--- config.mk ---
export PLATFORM = sky130hd
export DESIGN_NAME = mem_access_unit
export DESIGN_NICKNAME = d
export VERILOG_FILES = /design/src/rtl/mem_access_unit.sv
export SDC_FILE = /design/constraint.sdc
export NUM_CORES = 1
export LEC_CHECK = 0
export ABC_AREA = 1
export CAP_MARGIN = 20
export CORE_ASPECT_RATIO = 0.6
export CORE_MARGIN = 2
export CORE_UTILIZATION = 65
export DETAILED_ROUTE_END_ITERATION = 10
export DONT_BUFFER_PORTS = 1
export GPL_TIMING_DRIVEN = 0
export PLACE_DENSITY = 0.83
export REMOVE_ABC_BUFFERS = 1
export SYNTH_ARGS = -nofsm -noshare
export SYNTH_HDL_FRONTEND = slang
export SYNTH_SLANG_ARGS = --single-unit
--- constraint.sdc ---
create_clock -name clk -period 2.65 [get_ports clk]
set_input_delay 0.53 -clock clk [delete_from_list [all_inputs] [get_ports clk]]
set_output_delay 0.53 -clock clk [all_outputs]
set_load 0.02 [all_outputs]
--- src/rtl/mem_access_unit.sv ---
// MEM-stage load/store formatter: aligns accesses onto the data bus and extends load data.
// Optional macro MEM_SPLIT_MISALIGN_EN splits bus-word-crossing misaligned accesses into two beats.
module mem_access_unit #(
   parameter int DATA_W = 32,
   parameter int ADDR_W = 32
) (
   input  logic              clk,
   input  logic              rst,
   input  logic              req_valid,
   output logic              req_ready,
   input  logic              req_store,
   input  logic [1:0]        req_size,
   input  logic              req_signed,
   input  logic [ADDR_W-1:0] req_addr,
   input  logic [DATA_W-1:0] req_wdata,
   output logic              rsp_valid,
   output logic [DATA_W-1:0] rsp_rdata,
   output logic              rsp_err,
   output logic              bus_req,
   output logic              bus_we,
   output logic [ADDR_W-1:0] bus_addr,
   output logic [DATA_W/8-1:0] bus_be,
   output logic [DATA_W-1:0] bus_wdata,
   input  logic              bus_ack,
   input  logic              bus_rvalid,
   input  logic [DATA_W-1:0] bus_rdata
);

   localparam int NB = DATA_W / 8;
   localparam int LB = $clog2(NB);

   if (DATA_W != 32 && DATA_W != 64) begin : g_bad_data_w
      $error("mem_access_unit: DATA_W must be 32 or 64");
   end

   localparam logic [2:0] S_IDLE  = 3'd0;
   localparam logic [2:0] S_BEAT1 = 3'd1;
   localparam logic [2:0] S_WAIT1 = 3'd2;
   localparam logic [2:0] S_BEAT2 = 3'd3;
   localparam logic [2:0] S_WAIT2 = 3'd4;
   localparam logic [2:0] S_RESP  = 3'd5;
   localparam logic [2:0] S_ERR   = 3'd6;

   logic [2:0]        state_q, state_d;
   logic              store_q, store_d;
   logic [1:0]        size_q, size_d;
   logic              sgn_q, sgn_d;
   logic [ADDR_W-1:0] addr_q, addr_d;
   logic [DATA_W-1:0] wdata_q, wdata_d;
   logic [DATA_W-1:0] rd_lo_q, rd_lo_d;
   logic [DATA_W-1:0] rd_hi_q, rd_hi_d;

   // Legality is decided on the incoming request so an illegal access never touches the bus.
   logic req_illegal;
   always_comb begin
      logic [3:0] req_amask;
      req_amask   = (4'd1 << req_size) - 4'd1;
`ifdef MEM_SPLIT_MISALIGN_EN
      req_illegal = (DATA_W == 32) && (req_size == 2'd3);
`else
      req_illegal = ((DATA_W == 32) && (req_size == 2'd3)) || (|(req_addr[3:0] & req_amask));
`endif
   end

   logic [LB-1:0]       off;
   logic [3:0]          nbytes;
   logic [2*NB-1:0]     be_base, be_full;
   logic [2*DATA_W-1:0] wd_full;
   logic [ADDR_W-1:0]   addr_al, addr_nx;
   logic                split;

   assign off     = addr_q[LB-1:0];
   assign nbytes  = 4'd1 << size_q;
   assign be_base = ((2*NB)'(1) << nbytes) - (2*NB)'(1);
   assign be_full = be_base << off;
   assign wd_full = {{DATA_W{1'b0}}, wdata_q} << {off, 3'b000};
   assign addr_al = {addr_q[ADDR_W-1:LB], {LB{1'b0}}};
   assign addr_nx = addr_al + ADDR_W'(NB);
`ifdef MEM_SPLIT_MISALIGN_EN
   assign split   = |be_full[2*NB-1:NB];
`else
   assign split   = 1'b0;
`endif

   // Both beats are concatenated before shifting so split loads merge for free.
   logic [2*DATA_W-1:0] rd_full;
   logic [DATA_W-1:0]   rd_shift, rd_mask, rd_ext;
   logic                sign_bit;

   assign rd_full  = {rd_hi_q, rd_lo_q} >> {off, 3'b000};
   assign rd_shift = rd_full[DATA_W-1:0];

   always_comb begin
      case (size_q)
         2'd0:    begin rd_mask = DATA_W'(8'hFF);         sign_bit = rd_shift[7];        end
         2'd1:    begin rd_mask = DATA_W'(16'hFFFF);      sign_bit = rd_shift[15];       end
         2'd2:    begin rd_mask = DATA_W'(32'hFFFF_FFFF); sign_bit = rd_shift[31];       end
         default: begin rd_mask = '1;                     sign_bit = rd_shift[DATA_W-1]; end
      endcase
      rd_ext = (rd_shift & rd_mask) | ((sgn_q && sign_bit) ? ~rd_mask : '0);
   end

   // NOTE: every signal assigned in this block gets a default first, so no latch can be inferred.
   always_comb begin
      state_d = state_q;
      store_d = store_q;
      size_d  = size_q;
      sgn_d   = sgn_q;
      addr_d  = addr_q;
      wdata_d = wdata_q;
      rd_lo_d = rd_lo_q;
      rd_hi_d = rd_hi_q;
      case (state_q)
         S_IDLE: begin
            if (req_valid) begin
               store_d = req_store;
               size_d  = req_size;
               sgn_d   = req_signed;
               addr_d  = req_addr;
               wdata_d = req_wdata;
               rd_lo_d = '0;
               rd_hi_d = '0;
               state_d = req_illegal ? S_ERR : S_BEAT1;
            end
         end
         S_BEAT1: begin
            if (bus_ack) begin
               if (store_q) begin
                  state_d = split ? S_BEAT2 : S_RESP;
               end else if (bus_rvalid) begin
                  rd_lo_d = bus_rdata;
                  state_d = split ? S_BEAT2 : S_RESP;
               end else begin
                  state_d = S_WAIT1;
               end
            end
         end
         S_WAIT1: begin
            if (bus_rvalid) begin
               rd_lo_d = bus_rdata;
               state_d = split ? S_BEAT2 : S_RESP;
            end
         end
         S_BEAT2: begin
            if (bus_ack) begin
               if (store_q) begin
                  state_d = S_RESP;
               end else if (bus_rvalid) begin
                  rd_hi_d = bus_rdata;
                  state_d = S_RESP;
               end else begin
                  state_d = S_WAIT2;
               end
            end
         end
         S_WAIT2: begin
            if (bus_rvalid) begin
               rd_hi_d = bus_rdata;
               state_d = S_RESP;
            end
         end
         default: state_d = S_IDLE;
      endcase
   end

   // NOTE: sequential state is updated with non-blocking assignments only.
   always_ff @(posedge clk) begin
      if (rst) begin
         state_q <= S_IDLE;
         store_q <= 1'b0;
         size_q  <= 2'd0;
         sgn_q   <= 1'b0;
         addr_q  <= '0;
         wdata_q <= '0;
         rd_lo_q <= '0;
         rd_hi_q <= '0;
      end else begin
         state_q <= state_d;
         store_q <= store_d;
         size_q  <= size_d;
         sgn_q   <= sgn_d;
         addr_q  <= addr_d;
         wdata_q <= wdata_d;
         rd_lo_q <= rd_lo_d;
         rd_hi_q <= rd_hi_d;
      end
   end

   logic in_beat1, in_beat2;
   assign in_beat1 = (state_q == S_BEAT1);
   assign in_beat2 = (state_q == S_BEAT2);

   assign req_ready = (state_q == S_IDLE);
   assign rsp_valid = (state_q == S_RESP) || (state_q == S_ERR);
   assign rsp_err   = (state_q == S_ERR);
   assign rsp_rdata = ((state_q == S_RESP) && !store_q) ? rd_ext : '0;

   assign bus_req   = in_beat1 || in_beat2;
   assign bus_we    = bus_req && store_q;
   assign bus_addr  = in_beat1 ? addr_al : (in_beat2 ? addr_nx : '0);
   assign bus_be    = in_beat1 ? be_full[NB-1:0] : (in_beat2 ? be_full[2*NB-1:NB] : '0);
   assign bus_wdata = !store_q ? '0 :
                      in_beat1 ? wd_full[DATA_W-1:0] :
                      in_beat2 ? wd_full[2*DATA_W-1:DATA_W] : '0;

endmodule

# --- Yosys cells after proc, flatten, opt, wreduce, memory -nomap -nowiden ---
# Cells that the tools add are included.
word_totals:
  ff_bits: 135
  output_inout_bits: 105
  wordCells: 82
op_classes:
  addsub: 3
  n_eq_ne: 14
  shifts: 6
  muxes: 30
  n_bitwise: 4
  reduce_logical: 17
op_table:
  columns: ["operator", "count"]
  rows:
  - ["2-to-1 mux 32 bit", 14]
  - ["case mux 32 bit (3 select lines)", 2]
  - ["case mux 32 bit (2 select lines)", 1]
  - ["<< shifter 32 x 5 -> 64 bit", 1]
  - ["right shift 64 x 5 -> 32 bit", 1]
  - ["adder 32 x 3 -> 32 bit, second input constant", 1]
  - ["bitwise AND 32 bit", 1]
  - ["NOT 32 bit", 1]
  - ["bitwise OR 32 bit", 1]
  - ["2-to-1 mux 3 bit", 7]
  - ["case mux 3 bit (4 select lines)", 1]
  - ["AND reduction 4 bit", 3]
  - ["!= test 2 bit, second input constant", 5]
  - ["== test 3 bit, second input constant", 3]
  - ["2-to-1 mux 4 bit", 2]
  - ["<< shifter 1 x 2 -> 4 bit, first input constant", 2]
  - ["<< shifter 1 x 4 -> 8 bit, first input constant", 1]
  - ["<< shifter 8 x 2 -> 8 bit", 1]
  - ["subtractor 8 x 2 -> 8 bit, second input constant", 1]
  - ["== test 3 x 2 -> 1 bit, second input constant", 2]
  - ["nonzero test 3 bit", 2]
  - ["bitwise AND 4 bit", 1]
  - ["OR reduction 4 bit", 1]
  - ["subtractor 4 x 1 -> 4 bit, second input constant", 1]
  - ["13 further kinds", 18]

# --- Longest topological paths before layout ---
logic_depth:
  depth_word: 8
  depth_mapped: 12
  ltp_nobuf: 10

# --- Worst setup path after synthesis ---
# Ideal clock, no wire load.
synth_path:
  path_type: "reg2out"
  from: "register size_q[1]"
  to: "output port rsp_rdata[21]"
  t_arrival_ns: 2.040
  required_ns: 2.120
  setup_slack_ns: 0.080
  path_stages_with_launch: 11
  cell_sequence: "dfxtp_1 > nor2_1 > inv_1 > ha_1 > clkbuf_1 > inv_1 > clkbuf_1 > nand2_1 > nand2_1 > buf_2 > nor2_1"
synth_between:
  elab_chain_len: 6
  elab_cells_between_ends: 10
  classes_between: "1 x eq/ne; 4 x mux; 3 x bitwise; 2 x reduce/logical"
synth_rtl:
  columns: ["element", "line", "source"]
  rows:
  - ["from (decl)", "46", "logic [1:0] size_q, size_d;"]
  - ["from (signal assigned)", "180", "size_q <= size_d;"]
  - ["== test 2 x 1 -> 1 bit or zero test 2 bit (tied branches)", "94", "case (size_q)"]
  - ["case mux 1 bit (2 select lines) or case mux 32 bit (2 select lines) (tied branches)", "94", null]
  - ["logical AND 1 bit or NOT 32 bit (tied branches)", "100", "rd_ext = (rd_shift & rd_mask) | ((sgn_q && sign_bit) ? ~rd_mask : '0);"]
  - ["2-to-1 mux 32 bit", "100", null]
  - ["bitwise OR 32 bit *", "100", null]
  - ["2-to-1 mux 32 bit *", "196", "assign rsp_rdata = ((state_q == S_RESP) && !store_q) ? rd_ext : '0;"]
  - ["to (decl)", "17", "output logic [DATA_W-1:0] rsp_rdata,"]
# Mark *: on every way between the ends. The rest lies on a longest branch, timed or not.

# --- Final worst setup path ---
layout_path:
  from: "register state_q[0]"
  to: "output port bus_be[2]"
layout_between:
  elab_chain_len: 3
  elab_cells_between_ends: 4
  classes_between: "2 x eq/ne; 2 x mux"
layout_rtl:
  columns: ["element", "line", "source"]
  rows:
  - ["from (decl)", "44", "logic [2:0] state_q, state_d;"]
  - ["from (signal assigned)", "178", "state_q <= state_d;"]
  - ["== test 3 x 2 -> 1 bit", "191", "assign in_beat2 = (state_q == S_BEAT2);"]
  - ["2-to-1 mux 4 bit", "201", "assign bus_be = in_beat1 ? be_full[NB-1:0] : (in_beat2 ? be_full[2*NB-1:NB] : '0);"]
  - ["2-to-1 mux 4 bit *", "201", null]
  - ["to (decl)", "22", "output logic [DATA_W/8-1:0] bus_be,"]
# Marked as above.

==> impl_metrics.py <==
metrics = {
    "worst_setup_path": {
        "slowest_stage": "dfxtp_4",
        "critPathLaunchType": "register",
        "crit_arrival_ns": 2.25,
        "cp_slowest_stage_delay_ns": 0.36,
        "critical_path_class": "reg2out",
        "crit_top_cell": "buf_4",
        "critPathRequiredTime_ns": 2.12,
        "path_max_fanout": 7,
        "end_kind": "primary output",
        "crit_chain": "buf_4 -> nand2_4 -> nor2_8 -> nand2_2 -> clkinvlp_4 -> buf_4 -> nand2_1 -> nand3_1",
    },
    "worst_hold_path": {
        "hp-class": "in2reg",
    },
    "global_routing": {
        "grt_pass1_vias": 8732,
        "grt_first_pass_wirelength_um": 45900,
        "overflow": 0,
        "grt_max_degree": 114,
        "grt_usage_pct": 42.2,
        "antenna_found_initial": 0,
    },
    "place": {
        "routabilityCongestion": 0.973,
        "portBuffers": 0,
        "dp_slack_ns": -1.13,
        "dpl.hpwl_um": 16800,
    },
    "floorplanning": {
        "ioPinCount": 210,
        "dieArea_um2": 13900,
        "die_w_um": 151,
        "die_h_um": 92.1,
        "start_util_pct": 66.0,
        "rows": 32,
        "coreArea_um2": 12700,
    },
    "detailed_routing": {
        "wl_per_cell_um": 20.1,
        "wirelength_um": 31900,
        "drtIter0Drc": 1490,
        "vias": 10089,
        "ant_nets": 0,
        "drc_errors": 0,
        "viasPerCell": 6.36,
        "first_pass_iters": 8,
    },
    "clock_tree": {
        "clockBufferDepth": 2,
        "cts_root_buf": "clkbuf_16",
        "cts.sinks": 127,
        "htreeDepth": 4,
        "tritoncts": "yes",
        "clock_latency_ns": 0.42,
        "cts_hold_buf": 0,
        "clk_pin_slew_ns": 0.06,
        "cts_made_buffers": 17,
    },
    "yosys": {
        "synthArstFlopShare_pct": 0,
        "synth_xor_area_share_pct": 0.208,
        "synth.largest_area_cell": "dfxtp_1",
        "muxShareOfSynthArea_pct": 0,
        "synth_edf_count": 0,
        "seq_area_frac_synth_pct": 30.2,
        "ys_types": 38,
        "synth-compound-area-share_pct": 24.8,
        "syn_avg_cell_area_um2": 5.90,
        "ys.flop_type": "dfxtp_1",
        "ys_ff_latch": 127,
        "synth-simple-area-share_pct": 31.5,
        "synthTopCellsByArea": "dfxtp_1 30%, nand2_1 13%, o21ai_0 12%",
        "synth_top_cell_area_share_pct": 30.2,
        "synth-adder-area-share_pct": 0.446,
        "synth_top_family_by_area": "simple AND/OR/NAND/NOR gates",
        "synth_cells": 1426,
        "synth_warnings": 0,
        "post_synth_instance_area_um2": 8410,
    },
    "status": {
        "violations": "negative setup slack",
        "status": "finished, violations left",
    },
    "pwr": {
        "p_sw_share_pct": 49.5,
        "p_leak_nw": 4.09,
        "irDropWorstVdd_v": 0.000804,
        "p_int_w": 0.00587,
        "power.switching_w": 0.00576,
        "pwr-share-comb_pct": 51.3,
        "clkPwrFrac_pct": 22.2,
        "p_seq_share_pct": 26.5,
        "power-per-cell-area_nw_per_um2": 1140,
    },
    "sta": {
        "hold_viol": 0,
        "rsz0062_at_grt": "true",
        "drv_slew": 0,
        "fin_crit_sh_pct": 105,
        "final.setup.tns_ns": -2.00,
        "setup_violations": 45,
        "worst_pin_slew_ns": 0.982,
        "max_slew_margin_pct": 34.5,
        "fin_worst_skew_ns": 0.0118,
        "fmax_mhz": 360,
        "fin_crit_ns": 2.78,
        "fin_ws_ns": -0.126,
    },
    "final_layout": {
        "n_antenna_cell": 0,
        "drive_gt1_share_pct": 16.2,
        "area_delta_synth_final_pct": 21.5,
        "post-route-util_pct": 80.2,
        "nets": 1513,
        "fillerInstances": 930,
    },
    "flow_run": {
        "maxCapViolCount": 0,
    },
}
[worst paths after layout]
| path | from | endpoint | slack [ns] | depth (start not counted) |
|---|---|---|---|---|
| worst max-delay path | state_q[0] | bus_be[2] | -0.13 | 8 |
| worst min-delay path | rst | state_q[0] | 0.17 | 1 |
| worst max register to register | state_q[1] | addr_q[9] | 0.09 | 7 |
| worst min register to register | rd_lo_q[25] | rd_lo_q[25] | 0.47 | 2 |
[registers in the layout (all words and copies together) (netlist names)]
register  flops
size_q        2
store_q       1
wdata_q      32
state_q       3
rd_hi_q      24
addr_q       32
rd_lo_q      32
sgn_q         1
[kinds of logic after synthesis]
| group | count (synthesis) |
|---|---|
| AO/OA/AOI/OAI | 398 |
| other | 1 |
| AND/OR/NAND/NOR | 630 |
| flip-flops | 127 |
| buffers and inverters | 265 |
| adder cells (fa/ha/maj) | 3 |
| XOR/XNOR | 2 |
[layout make-up]
type	instances	area [um^2]	share of cell area (%)
multi-input combinational	1041	5510	53.9
timing repair buffer	44	542	5.30
timing repair inverter	5	50.0	0.490
tap	170	213	2.08
clock buffer	19	453	4.43
inverter	169	698	6.83
clock inverter	12	183	1.79
sequential	127	2570	25.1
[power groups by stage]
stage | logic [W] | registers [W] | clock network [W]
detailed placement | 0.00437 | 0.00314 | 0
global placement | 0.00413 | 0.00320 | 0
CTS | 0.00534 | 0.00301 | 0.00255
finish | 0.00596 | 0.00309 | 0.00258
global route | 0.00642 | 0.00315 | 0.00265
floorplan | 0.00321 | 0.00303 | 0
[critical path, delay by kind of cell (launching register included)]
family                 cells  cell delay [ns]
and+or+nand+nor            5             0.79
buffers and inverters      3             0.68
DFF                        1             0.36
[cell usage in the layout (no fill, tap or decap), types with 17 or more instances in the layout]
| master | instances |
|---|---|
| nor2_4 | 28 |
| inv_1 | 154 |
| buf_4 | 27 |
| nand2_1 | 284 |
| a21oi_1 | 124 |
| o21ai_0 | 181 |
| nand3_1 | 95 |
| a21oi_2 | 17 |
| dfxtp_1 | 120 |
| clkbuf_16 | 18 |
| o21ai_1 | 23 |
| nor2_1 | 160 |
[synth_stat cells (4+ instances only)]
master / n
nand2_1: 295
o21ai_0: 200
nor2_1: 193
inv_1: 161
a21oi_1: 145
dfxtp_1: 127
nand3_1: 98
clkbuf_1: 58
a31oi_1: 16
nand4_1: 15
buf_2: 14
buf_1: 13
nor3_1: 12
o21ai_1: 12
o211ai_1: 11
buf_6: 7
inv_2: 7
o22ai_1: 5
buf_4: 4
nor2_4: 4
[timing repair]
item                                    in CTS  in global routing
gates resized for setup                    128                 75
endpoints found under the setup margin     152                132
cloned                                      10                  3
pin swaps                                   11                 15
buffers inserted                            29                 10
[routing by layer]
| metal | track usage [%] | up-vias | part of all wire [%] |
|---|---|---|---|
| met3 | 15.0 | 160 | 18 |
| li1 | - | 4625 | - |
| met4 | 15.0 | 0 | 4.2 |
| met5 | 0 | - | 0 |
| met1 | 57.9 | 4437 | 37 |
| met2 | 60.9 | 867 | 41 |
[per-stage QoR]
stage / area, um^2 / total power [W] / instances / hold slack (ns)
5_1_grt: 10200 / 0.0122 / 1587 / 0.171
3_3_place_gp: 8180 / 0.00733 / 1501 / 0.446
2_1_floorplan: 7970 / 0.00625 / 1331 / 0.432
3_5_place_dp: 8270 / 0.00752 / 1504 / 0.452
4_1_cts: 9830 / 0.0109 / 1574 / 0.175
6_report: 10200 / 0.0116 / 1587 / 0.174
Note: power is estimated with default switching activity, not from simulation.
